--- config.mk ---
export PLATFORM = sky130hd
export DESIGN_NAME = demux_1x4_stream_flat
export DESIGN_NICKNAME = d
export VERILOG_FILES = /design/src/rtl/demux_1x4_stream_if.sv /design/src/rtl/demux_1x4_stream.sv /design/src/flat_wrapper.sv
export SDC_FILE = /design/constraint.sdc
export NUM_CORES = 1
export LEC_CHECK = 0
export ABC_AREA = 0
export BUFFER_PORTS_ARGS = -buffer_cell sky130_fd_sc_hd__buf_2
export CAP_MARGIN = 20
export CORE_UTILIZATION = 45
export CTS_CLUSTER_DIAMETER = 50
export DETAILED_ROUTE_END_ITERATION = 10
export GPL_ROUTABILITY_DRIVEN = 0
export PLACE_DENSITY = 0.77
export SKIP_CTS_REPAIR_TIMING = 1
export SYNTH_ARGS = -nofsm -noshare
export SYNTH_HDL_FRONTEND = slang
export SYNTH_SLANG_ARGS = --single-unit
--- constraint.sdc ---
create_clock -name clk -period 2.6 [get_ports clk]
set_input_delay 0.39 -clock clk [delete_from_list [all_inputs] [get_ports clk]]
set_output_delay 0.39 -clock clk [all_outputs]
set_load 0.005 [all_outputs]
--- src/rtl/demux_1x4_stream_if.sv ---
// demux_1x4_stream_if: bundle of the producer-side and consumer-side
// handshake signals of the 1-to-4 stream demultiplexer.
//   din/sel/in_valid/in_ready : single producer, word plus destination select
//   a..d / *_valid / *_ready  : four independent consumer channels
//   busy                      : any channel holds data
// master: producer/consumer side; slave: the demultiplexer itself.
interface demux_1x4_stream_if #(
  parameter int unsigned WIDTH = 4
);
  logic [WIDTH-1:0] din;
  logic [1:0]       sel;
  logic             in_valid;
  logic             in_ready;
  logic [WIDTH-1:0] a;
  logic [WIDTH-1:0] b;
  logic [WIDTH-1:0] c;
  logic [WIDTH-1:0] d;
  logic             a_valid;
  logic             b_valid;
  logic             c_valid;
  logic             d_valid;
  logic             a_ready;
  logic             b_ready;
  logic             c_ready;
  logic             d_ready;
  logic             busy;

  modport master (
    output din, sel, in_valid, a_ready, b_ready, c_ready, d_ready,
    input  in_ready, a, b, c, d, a_valid, b_valid, c_valid, d_valid, busy
  );

  modport slave (
    input  din, sel, in_valid, a_ready, b_ready, c_ready, d_ready,
    output in_ready, a, b, c, d, a_valid, b_valid, c_valid, d_valid, busy
  );
endinterface

--- src/rtl/demux_1x4_stream.sv ---
// demux_1x4_stream: streaming 1-to-4 demultiplexer. Each accepted input word
// is routed by sel (00=a, 01=b, 10=c, 11=d) into a per-channel FIFO of DEPTH
// entries; each channel drains independently through its own valid/ready.
//   clk  : single clock, rising edge
//   rst  : synchronous active-high reset, empties all FIFOs and clears storage
//   bus  : demux_1x4_stream_if slave modport (producer + four consumers)
// in_ready depends only on sel and registered counts; outputs are driven
// from registered state only, so a pushed word is visible one edge later.
module demux_1x4_stream #(
  parameter int unsigned WIDTH = 4,
  parameter int unsigned DEPTH = 2
) (
  input logic                clk,
  input logic                rst,
  demux_1x4_stream_if.slave  bus
);
  localparam int unsigned AW = $clog2(DEPTH);
  localparam logic [AW:0] FULL_CNT = (AW+1)'(DEPTH);

  logic [WIDTH-1:0] mem    [4][DEPTH];
  logic [AW-1:0]    rd_ptr [4];
  logic [AW-1:0]    wr_ptr [4];
  logic [AW:0]      count  [4];

  logic [3:0] valid;
  logic [3:0] ready;
  logic [3:0] full;
  logic [3:0] push_en;
  logic [3:0] pop_en;
  logic       push;

  always_comb begin
    valid   = '0;
    full    = '0;
    push_en = '0;
    ready   = {bus.d_ready, bus.c_ready, bus.b_ready, bus.a_ready};
    for (int unsigned i = 0; i < 4; i++) begin
      valid[i] = (count[i] != '0);
      full[i]  = (count[i] == FULL_CNT);
    end
    // A same-cycle pop never frees space for the push: full stays not-ready.
    push          = bus.in_valid && !full[bus.sel];
    push_en[bus.sel] = push;
    pop_en        = valid & ready;
  end

  always_ff @(posedge clk) begin
    if (rst) begin
      for (int unsigned i = 0; i < 4; i++) begin
        rd_ptr[i] <= '0;
        wr_ptr[i] <= '0;
        count[i]  <= '0;
        for (int unsigned j = 0; j < DEPTH; j++) begin
          mem[i][j] <= '0;
        end
      end
    end else begin
      for (int unsigned i = 0; i < 4; i++) begin
        if (push_en[i]) begin
          mem[i][wr_ptr[i]] <= bus.din;
          wr_ptr[i]         <= wr_ptr[i] + AW'(1);
        end
        if (pop_en[i]) begin
          rd_ptr[i] <= rd_ptr[i] + AW'(1);
        end
        case ({push_en[i], pop_en[i]})
          2'b10:   count[i] <= count[i] + (AW+1)'(1);
          2'b01:   count[i] <= count[i] - (AW+1)'(1);
          default: count[i] <= count[i];
        endcase
      end
    end
  end

  assign bus.in_ready = !full[bus.sel];
  assign bus.a        = mem[0][rd_ptr[0]];
  assign bus.b        = mem[1][rd_ptr[1]];
  assign bus.c        = mem[2][rd_ptr[2]];
  assign bus.d        = mem[3][rd_ptr[3]];
  assign bus.a_valid  = valid[0];
  assign bus.b_valid  = valid[1];
  assign bus.c_valid  = valid[2];
  assign bus.d_valid  = valid[3];
  assign bus.busy     = |valid;
endmodule

--- src/flat_wrapper.sv ---
// flat-port wrapper written by rule: the top's interface ports become plain ports
module demux_1x4_stream_flat 
#(
  parameter int unsigned WIDTH = 4,
  parameter int unsigned DEPTH = 2
)
  (clk, rst, bus_din, bus_sel, bus_in_valid, bus_a_ready, bus_b_ready, bus_c_ready, bus_d_ready, bus_in_ready, bus_a, bus_b, bus_c, bus_d, bus_a_valid, bus_b_valid, bus_c_valid, bus_d_valid, bus_busy);
  demux_1x4_stream_if #(.WIDTH(WIDTH)) bus_i ();
  input logic clk;
  input logic rst;
  input wire logic [$bits(bus_i.din)-1:0] bus_din;
  input wire logic [$bits(bus_i.sel)-1:0] bus_sel;
  input wire logic [$bits(bus_i.in_valid)-1:0] bus_in_valid;
  input wire logic [$bits(bus_i.a_ready)-1:0] bus_a_ready;
  input wire logic [$bits(bus_i.b_ready)-1:0] bus_b_ready;
  input wire logic [$bits(bus_i.c_ready)-1:0] bus_c_ready;
  input wire logic [$bits(bus_i.d_ready)-1:0] bus_d_ready;
  output wire logic [$bits(bus_i.in_ready)-1:0] bus_in_ready;
  output wire logic [$bits(bus_i.a)-1:0] bus_a;
  output wire logic [$bits(bus_i.b)-1:0] bus_b;
  output wire logic [$bits(bus_i.c)-1:0] bus_c;
  output wire logic [$bits(bus_i.d)-1:0] bus_d;
  output wire logic [$bits(bus_i.a_valid)-1:0] bus_a_valid;
  output wire logic [$bits(bus_i.b_valid)-1:0] bus_b_valid;
  output wire logic [$bits(bus_i.c_valid)-1:0] bus_c_valid;
  output wire logic [$bits(bus_i.d_valid)-1:0] bus_d_valid;
  output wire logic [$bits(bus_i.busy)-1:0] bus_busy;
  assign bus_i.din = bus_din;
  assign bus_i.sel = bus_sel;
  assign bus_i.in_valid = bus_in_valid;
  assign bus_i.a_ready = bus_a_ready;
  assign bus_i.b_ready = bus_b_ready;
  assign bus_i.c_ready = bus_c_ready;
  assign bus_i.d_ready = bus_d_ready;
  assign bus_in_ready = bus_i.in_ready;
  assign bus_a = bus_i.a;
  assign bus_b = bus_i.b;
  assign bus_c = bus_i.c;
  assign bus_d = bus_i.d;
  assign bus_a_valid = bus_i.a_valid;
  assign bus_b_valid = bus_i.b_valid;
  assign bus_c_valid = bus_i.c_valid;
  assign bus_d_valid = bus_i.d_valid;
  assign bus_busy = bus_i.busy;
  demux_1x4_stream #(.WIDTH(WIDTH), .DEPTH(DEPTH)) u_core (.clk(clk), .rst(rst), .bus(bus_i));
endmodule
==> Word level (Yosys, flattened, before mapping) <==
Memories as Yosys holds them, arrays and structs flattened.
Index checks and enable logic that the tools add are counted.
W data, S select, Z words.
{ "totals": {"in_bits": 13, "ramBits": 48, "elab_cells": 266, "memories": 4, "regBits": 0, "output_inout_bits": 22} }
{ "mem_list": {"columns": ["name", "words", "word_bits", "rd", "rd_ports_with_merged_regs", "write_ports", "line_no", "rtl"], "rows": [
  ["u_core.mem", 4, 8, 4, 0, 4, "demux_1x4_stream.sv:20", "logic [WIDTH-1:0] mem [4][DEPTH];"],
  ["u_core.count", 4, 2, 4, 0, 4, "demux_1x4_stream.sv:23", "logic [AW:0] count [4];"],
  ["u_core.rd_ptr", 4, 1, 4, 0, 4, "demux_1x4_stream.sv:21", "logic [AW-1:0] rd_ptr [4];"],
  ["u_core.wr_ptr", 4, 1, 4, 0, 4, "demux_1x4_stream.sv:22", "logic [AW-1:0] wr_ptr [4];"]
]} }
{ "op_classes": {"eq_ne": 12, "bitwise": 62, "addsub": 16, "mux": 142, "n_reduce_logical": 16, "n_lt_le_gt_ge": 14} }
{ "op_table": {"columns": ["op", "n"], "rows": [
  ["$mux W1", 104],
  ["$mux W4", 16],
  ["$or A1 B1 Y1", 52],
  ["$mux W8", 4],
  ["$mux W2", 12],
  ["$demux W4 S1", 4],
  ["$eq A2 B2 Y1 const B", 8],
  ["$ge A2 B2 Y1 const B", 8],
  ["$not A1 Y2", 8],
  ["$add A1 B1 Y1 const B", 8],
  ["$add A2 B1 Y2 const B", 4],
  ["$and A4 B4 Y4", 2],
  ["$eq A2 B1 Y1 const B", 4],
  ["$lt A2 B1 Y1 const B", 4],
  ["$reduce_bool A2 Y1", 4],
  ["$reduce_or A2 Y1", 4],
  ["$sub A2 B1 Y2 const B", 4],
  ["$logic_and A1 B1 Y1", 6],
  ["$reduce_or A4 Y1", 1],
  ["$lt A2 B3 Y1 const B", 1],
  ["$bmux W1 S2", 1],
  ["$demux W1 S2", 1],
  ["$ge A2 B1 Y1 const B", 1],
  ["$logic_not A1 Y1", 1]
]} }

==> Depth between registers and ports, before layout <==
Gate-level depths: netlist (run 1).
{ "logic_depth": {"depth_word": 13, "depth_mapped": 8, "ltp_nobuf": 8} }

==> Worst setup path before layout (run 1) <==
OpenSTA, ideal clock, no wires.
{ "synth_timing": {"kind": "flip-flop to flip-flop", "from": "memory u_core.count[3][0] in the netlist's numbering", "to": "memory u_core.count[3][0] in the netlist's numbering, enable pin", "setup_time_ns": 0.327, "arrival_time_ns": 1.508, "setup_slack_ns": 0.765, "n_path_buf": 1, "path_stages_with_launch": 9, "cell_sequence": "edfxtp_1 -> inv_1 -> ha_1 -> and4b_1 -> buf_6 -> inv_1 -> ha_1 -> nor2_1 -> o21ai_0"} }
{ "synth_rtl": {"columns": ["element", "line_no"], "rows": [
  ["from (decl)", "demux_1x4_stream.sv:23"]
]} }

==> results of run 1 <==
## state kept, by name (all words and copies together), names as in the netlist
signal	flops
u_core.rd_ptr	4
u_core.count	8
u_core.mem	32
u_core.wr_ptr	4
## cells in the mapped netlist, types with 2 or more instances
cell      instances  area, sq um
a21oi_1           3         15.0
nor2_1           14         52.6
mux2_4            4         60.1
nor2b_1           7         43.8
nand2_1          29          109
mux2i_1           4         40.0
nand2b_1          3         18.8
o21ai_0           6         30.0
mux2_2           18          203
o211ai_1          5         37.5
and2_1            8         50.1
dfxtp_1          12          240
or3_1             3         18.8
ha_1             10          125
edfxtp_1         36         1080
or2_2             6         37.5
nand3_1           8         40.0
inv_1            12         45.0
clkbuf_1          5         18.8
buf_6             2         22.5
xnor2_1           3         26.3
nor3_1           16         80.1
## logic make-up after synthesis
group,after synthesis,share of synthesized area (%)
and+or+nand+nor,103,21.1
muxes,26,12.0
adders and majority gates,10,4.98
xor gates and xnor gates,3,1.05
DFF,48,52.6
AOI/OAI and AO/OA,18,4.33
buffers and inverters,22,3.93
## tightest hold or removal path, stage by stage
cell     delay [ns]
buf_2          0.14
nand3_1        0.07
nand2_1        0.04
## how the worst min path moves through the flow
stage / from / endpoint / slack, ns / cells after the start
after floorplan: u_core.mem[2][0] / u_core.mem[2][0] / 0.43 / 2
after global placement: u_core.mem[2][2] / u_core.mem[2][2] / 0.45 / 2
after detailed placement: u_core.mem[2][1] / u_core.mem[2][1] / 0.46 / 2
after CTS: bus_din[1] / u_core.mem[3][5] / 0.38 / 3
after global routing: bus_din[0] / u_core.mem[3][4] / 0.38 / 3
final: bus_din[1] / u_core.mem[3][5] / 0.38 / 3
## cell type report
| cell class | instances | area [sq um] |
|---|---|---|
| repair buffers | 39 | 208 |
| clock inverters | 2 | 60.1 |
| inverters | 13 | 48.8 |
| well taps | 70 | 87.6 |
| clock buffers | 6 | 93.8 |
| multi-input cells | 160 | 1090 |
| flip-flops and latches | 48 | 1320 |
| fillers | 422 | 2320 |
## metal layers
metal  up-vias  routed length, um  track usage (%)
met4         0                 76             5.96
met5         -                  0                0
li1        883                  -                -
met3         7                164             3.45
met1       826               2270             24.0
met2        36               2190             28.1
## metrics by stage
step,util (%),cell area (sq um)
floorplan,-,2510
global placement,52.7,2760
detailed placement,52.7,2760
CTS,55.6,2910
global route,55.6,2910
finish,55.6,2910
## where the power goes
part | total (W) | switching, W | internal (W)
sequential | 0.000920 | 0.0000377 | 0.000882
clock | 0.000688 | 0.000246 | 0.000442
combinational | 0.000278 | 0.000149 | 0.000129
==> flow_summary_export.csv, run 1 <==
group,metric,value,unit
status,status,"finished, final reports clean",
worst_setup_path,crit_family,"simple AND/OR/NAND/NOR gates",
flow_run,max-cap-violations,0,
timing,fin_ws,0.464,ns
worst_setup_path,worstSetupPathType,"reg2out",
grt,grt_pass1_wl,8.24,mm
yosys,postSynthAreaPerCell,10.9,sq um
grt,overflow,0,
die,num_rows,26,
die,core,5240,sq um
timing,setup_viol,0,
die,die_h,76.7,um
place,dp_cells,330,
drt,routed_wl,4.70,mm
yosys,synth_seq_area_share,52.6,%
worst_hold_path,hp-class,"in2reg",
worst_setup_path,cp-end-kind,"output pin",
final_layout,syn_to_final_growth,15.9,%
power,design_power_total,0.00189,W
yosys,synth_nets,253,
timing,tightest_slew,0.618,ns
drt,drcViolationCount,0,
die,die-area,5890,sq um
timing,fin_skew,0.00627,ns
yosys,ys_ff_latch,48,
clock_network,clock_latency,0.30,ns
worst_setup_path,start_kind,"register",
timing,fin_crit_sh,82.2,%
place,dpl.hpwl,3.49,mm
clock_network,clock-sinks,48,
die,start_util,48.0,%
drt,wl_per_cell,13.9,um
grt,grt_max_degree,19,
timing,max_slew_margin,58.4,%
yosys,synth_edf_count,36,
clock_network,clk_pin_slew,0.09,ns
timing,holdWs,0.383,ns
timing,clock.fmax,468,MHz
final_layout,final_cells,338,
clock_network,cts.htree.levels,2,
worst_setup_path,crit_cells,3,
clock_network,cts_root_buf,"clkbuf_8",
grt,grt_antenna_before_repair,0,
power,power_density,647,nW/um^2
worst_setup_path,crit_start,"u_core.count[1][0]",
yosys,netlist_instances,230,
yosys,synth_cell_types,38,
timing,tns,0,ns
grt,gr-usage-all-layers,17.7,%
final_layout,nets,290,
place,io_buffer_count,34,
worst_setup_path,cp.arrival,1.75,ns
worst_setup_path,path_max_fanout,5,
drt,ant_nets,0,
clock_network,tritoncts,"done",
yosys,syn_area,2510,sq um
final_layout,antenna_cells,0,
drt,first_pass_iters,4,
power,cellLeakagePower,1.24,nW
timing,drv_slew,0,
worst_setup_path,cpPeakStageDelay,0.50,ns
yosys,synth-async-reset-ratio,0,%
yosys,ys.flop_type,"edfxtp_1",
worst_setup_path,r2r_start,"u_core.count[3][0]",
die,fp.dieW,76.7,um
drt,vias,1752,
final_layout,drive_gt1_share,29.1,%
timing,period_needed,2.14,ns
worst_setup_path,crit_chain,"or2_2 -> or4_1 -> buf_2",
worst_setup_path,regToRegSetupSlack,0.56,ns
die,ios,35,
worst_setup_path,r2r_end,"u_core.count[3][1]",
worst_setup_path,critPathBufInv,1,
timing,grt_setup_unrepaired,"false",
yosys,yosysWarningCount,0,
drt,drt_iter0_drc,102,
clock_network,cts_inserted_buffers,5,
worst_setup_path,required,2.21,ns
final_layout,final_cell_mix,"edfxtp_1 (36), buf_2 (34), nand2_1 (29)",
drt,viasPerCell,5.18,
worst_setup_path,r2r_cells,7,
final_layout,final_common_cell,"edfxtp_1",
power,ir_worst_vdd,0.266,mV
worst_setup_path,slowest_stage,"or4_1",
timing,hold_viol,0,
worst_setup_path,timing.critical_path.to,"bus_busy",
place,post-place-ws,0.599,ns
grt,grt_pass1_vias,1734,
clock_network,cts_buffer_depth,2,
No activity file was read; power rests on OpenSTA's default activity.
==> run 2: changes to the inputs <==
- clock period: 2.6 -> 2 ns (I/O delays scaled with it)
==> run 2 against run 1 <==
Compared with the run above:
- worst hold slack got worse by 0.090 ns
- register-to-register slack got worse by 0.40 ns
- sequential cell count unchanged
- non-clock buffer count increased by 3
- combinational power increased by 38%
- setup slack got worse by 0.43 ns
- final cell count increased by 0.89%
- first-iteration DRC count decreased by 25%
- critical endpoint unchanged
==> flow_summary_export.csv, run 2 (same netlist as run 1, synthesis figures left out) <==
group,metric,value,unit
worst_hold_path,worstHoldPathCells,3,
timing,holdWs,0.293,ns
timing,tns,0,ns
grt,overflow,0,
die,core,5240,sq um
timing,max_slew_margin,60.0,%
clock_network,clock_latency,0.30,ns
clock_network,cts_root_buf,"clkbuf_8",
clock_network,clock-sinks,48,
clock_network,cts_inserted_buffers,5,
power,cellLeakagePower,1.25,nW
worst_setup_path,cp-end-kind,"output pin",
final_layout,reg.largest.list,"u_core.mem: 32 flops, u_core.count: 8 flops",
worst_setup_path,regToRegSetupSlack,0.16,ns
power,p_clk_share,34.9,%
final_layout,drive_gt1_share,31.7,%
worst_setup_path,worstSetupPathType,"reg2out",
final_layout,antenna_cells,0,
final_layout,largest_reg_flops,32,
flow_run,max-cap-violations,0,
worst_setup_path,start_kind,"register",
timing,setup_viol,0,
final_layout,nets,293,
power,design_power_total,0.00243,W
timing,drv_slew,0,
clock_network,tritoncts,"done",
worst_setup_path,r2r_cells,6,
final_layout,syn_to_final_growth,17.7,%
power,power_density,820,nW/um^2
die,ios,35,
final_layout,regMostFlops,"u_core.mem",
place,io_buffer_count,34,
final_layout,final_cell_mix,"edfxtp_1 (36), buf_2 (34), nand2_1 (29)",
worst_hold_path,hp-class,"in2reg",
worst_hold_path,hp-start,"bus_din[3]",
drt,first_pass_iters,4,
power,ir_worst_vdd,0.441,mV
worst_setup_path,required,1.70,ns
timing,hold_viol,0,
grt,grt_pass1_vias,1740,
clock_network,cts_buffer_depth,2,
timing,clock.fmax,507,MHz
final_layout,final_cells,341,
grt,gr-usage-all-layers,17.6,%
drt,ant_nets,0,
drt,routed_wl,4.74,mm
clock_network,clk_pin_slew,0.08,ns
grt,grt_max_degree,21,
timing,grt_setup_unrepaired,"true",
timing,fin_crit_sh,98.5,%
die,start_util,48.0,%
power,power.internal,0.00185,W
timing,fin_skew,0.00752,ns
drt,vias,1769,
clock_network,cts.htree.levels,2,
power,switching_share,23.6,%
drt,drcViolationCount,0,
drt,drt_iter0_drc,76,
worst_setup_path,path_max_fanout,5,
die,die_h,76.7,um
final_layout,final_common_cell,"edfxtp_1",
power,power_frac_comb,15.8,%
timing,period_needed,1.97,ns
power,power_frac_seq,49.3,%
drt,wl_per_cell,13.9,um
power,p_switching,0.000572,W
die,die-area,5890,sq um
grt,grt_antenna_before_repair,0,
place,dp_cells,332,
die,fp.dieW,76.7,um
worst_setup_path,r2r_start,"u_core.count[1][1]",
status,status,"finished, final reports clean",
timing,tightest_slew,0.594,ns
place,dpl.hpwl,3.56,mm
drt,viasPerCell,5.19,
grt,grt_pass1_wl,8.11,mm
worst_hold_path,hold_end,"u_core.mem[3][7]",
die,num_rows,26,
worst_setup_path,r2r_end,"u_core.count[1][1]",
worst_setup_path,cp.arrival,1.67,ns
==> run 2: cell types whose count changed in the layout (fill, tap and decap cells not counted), moves of 2 or more <==
cell,previous run,this run
buf_4,5,8
inv_1,12,10
inv_2,0,2
nor3_1,16,14
nor3_2,0,2
or2_2,6,4
or2_4,0,2
==> run 2: cell type report <==
type	instances	area [sq um]
Fill cell	440	2280
Sequential cell	48	1320
Clock inverter	1	30.0
Inverter	13	48.8
Tap cell	70	87.6
Multi-Input combinational cell	160	1120
Timing Repair Buffer	42	230
Clock buffer	7	119
==> run 2: power groups by stage <==
stage | combinational (W) | clock (W) | sequential (W)
finish | 0.000383 | 0.000847 | 0.00120
global route | 0.000431 | 0.000903 | 0.00121
CTS | 0.000367 | 0.000866 | 0.00120
detailed placement | 0.000364 | 0 | 0.00122
global placement | 0.000352 | 0 | 0.00121
floorplan | 0.000251 | 0 | 0.00120
==> run 2: metal layers <==
layer	routed length (um)	global-route usage, %	vias to the layer above	part of all wire, %
met5	0	0	-	0
met4	97	7.12	0	2.0
met3	176	3.93	10	3.7
met2	2190	27.9	39	46
met1	2280	23.3	831	48
li1	-	-	889	-
==> run 2: worst max-delay path by stage <==
stage                       startpoint            endpoint  slack [ns]
CTS                 u_core.count[1][0]            bus_busy       -0.07
global placement    u_core.count[1][1]  u_core.count[1][1]        0.15
detailed placement  u_core.count[1][1]  u_core.count[1][1]        0.06
floorplan           u_core.count[3][0]  u_core.count[3][0]        0.17
global route        u_core.count[1][0]            bus_busy       -0.05
finish              u_core.count[1][0]            bus_busy        0.03
==> run 2: stage by stage <==
stage                     setup WS [ns]  utilization (%)  area (sq um)
final                            0.0295             56.5          2960
after CTS                       -0.0697             55.8          2920
after global placement            0.146             53.0          2770
after floorplan                   0.165                -          2510
after detailed placement         0.0648             53.0          2770
after global routing            -0.0521             56.5          2960
==> run 2: critical path, stage by stage, from the launching register on <==
cell and delay (ns):
edfxtp_1 0.46, or2_4 0.28, or4_1 0.49, buf_2 0.14
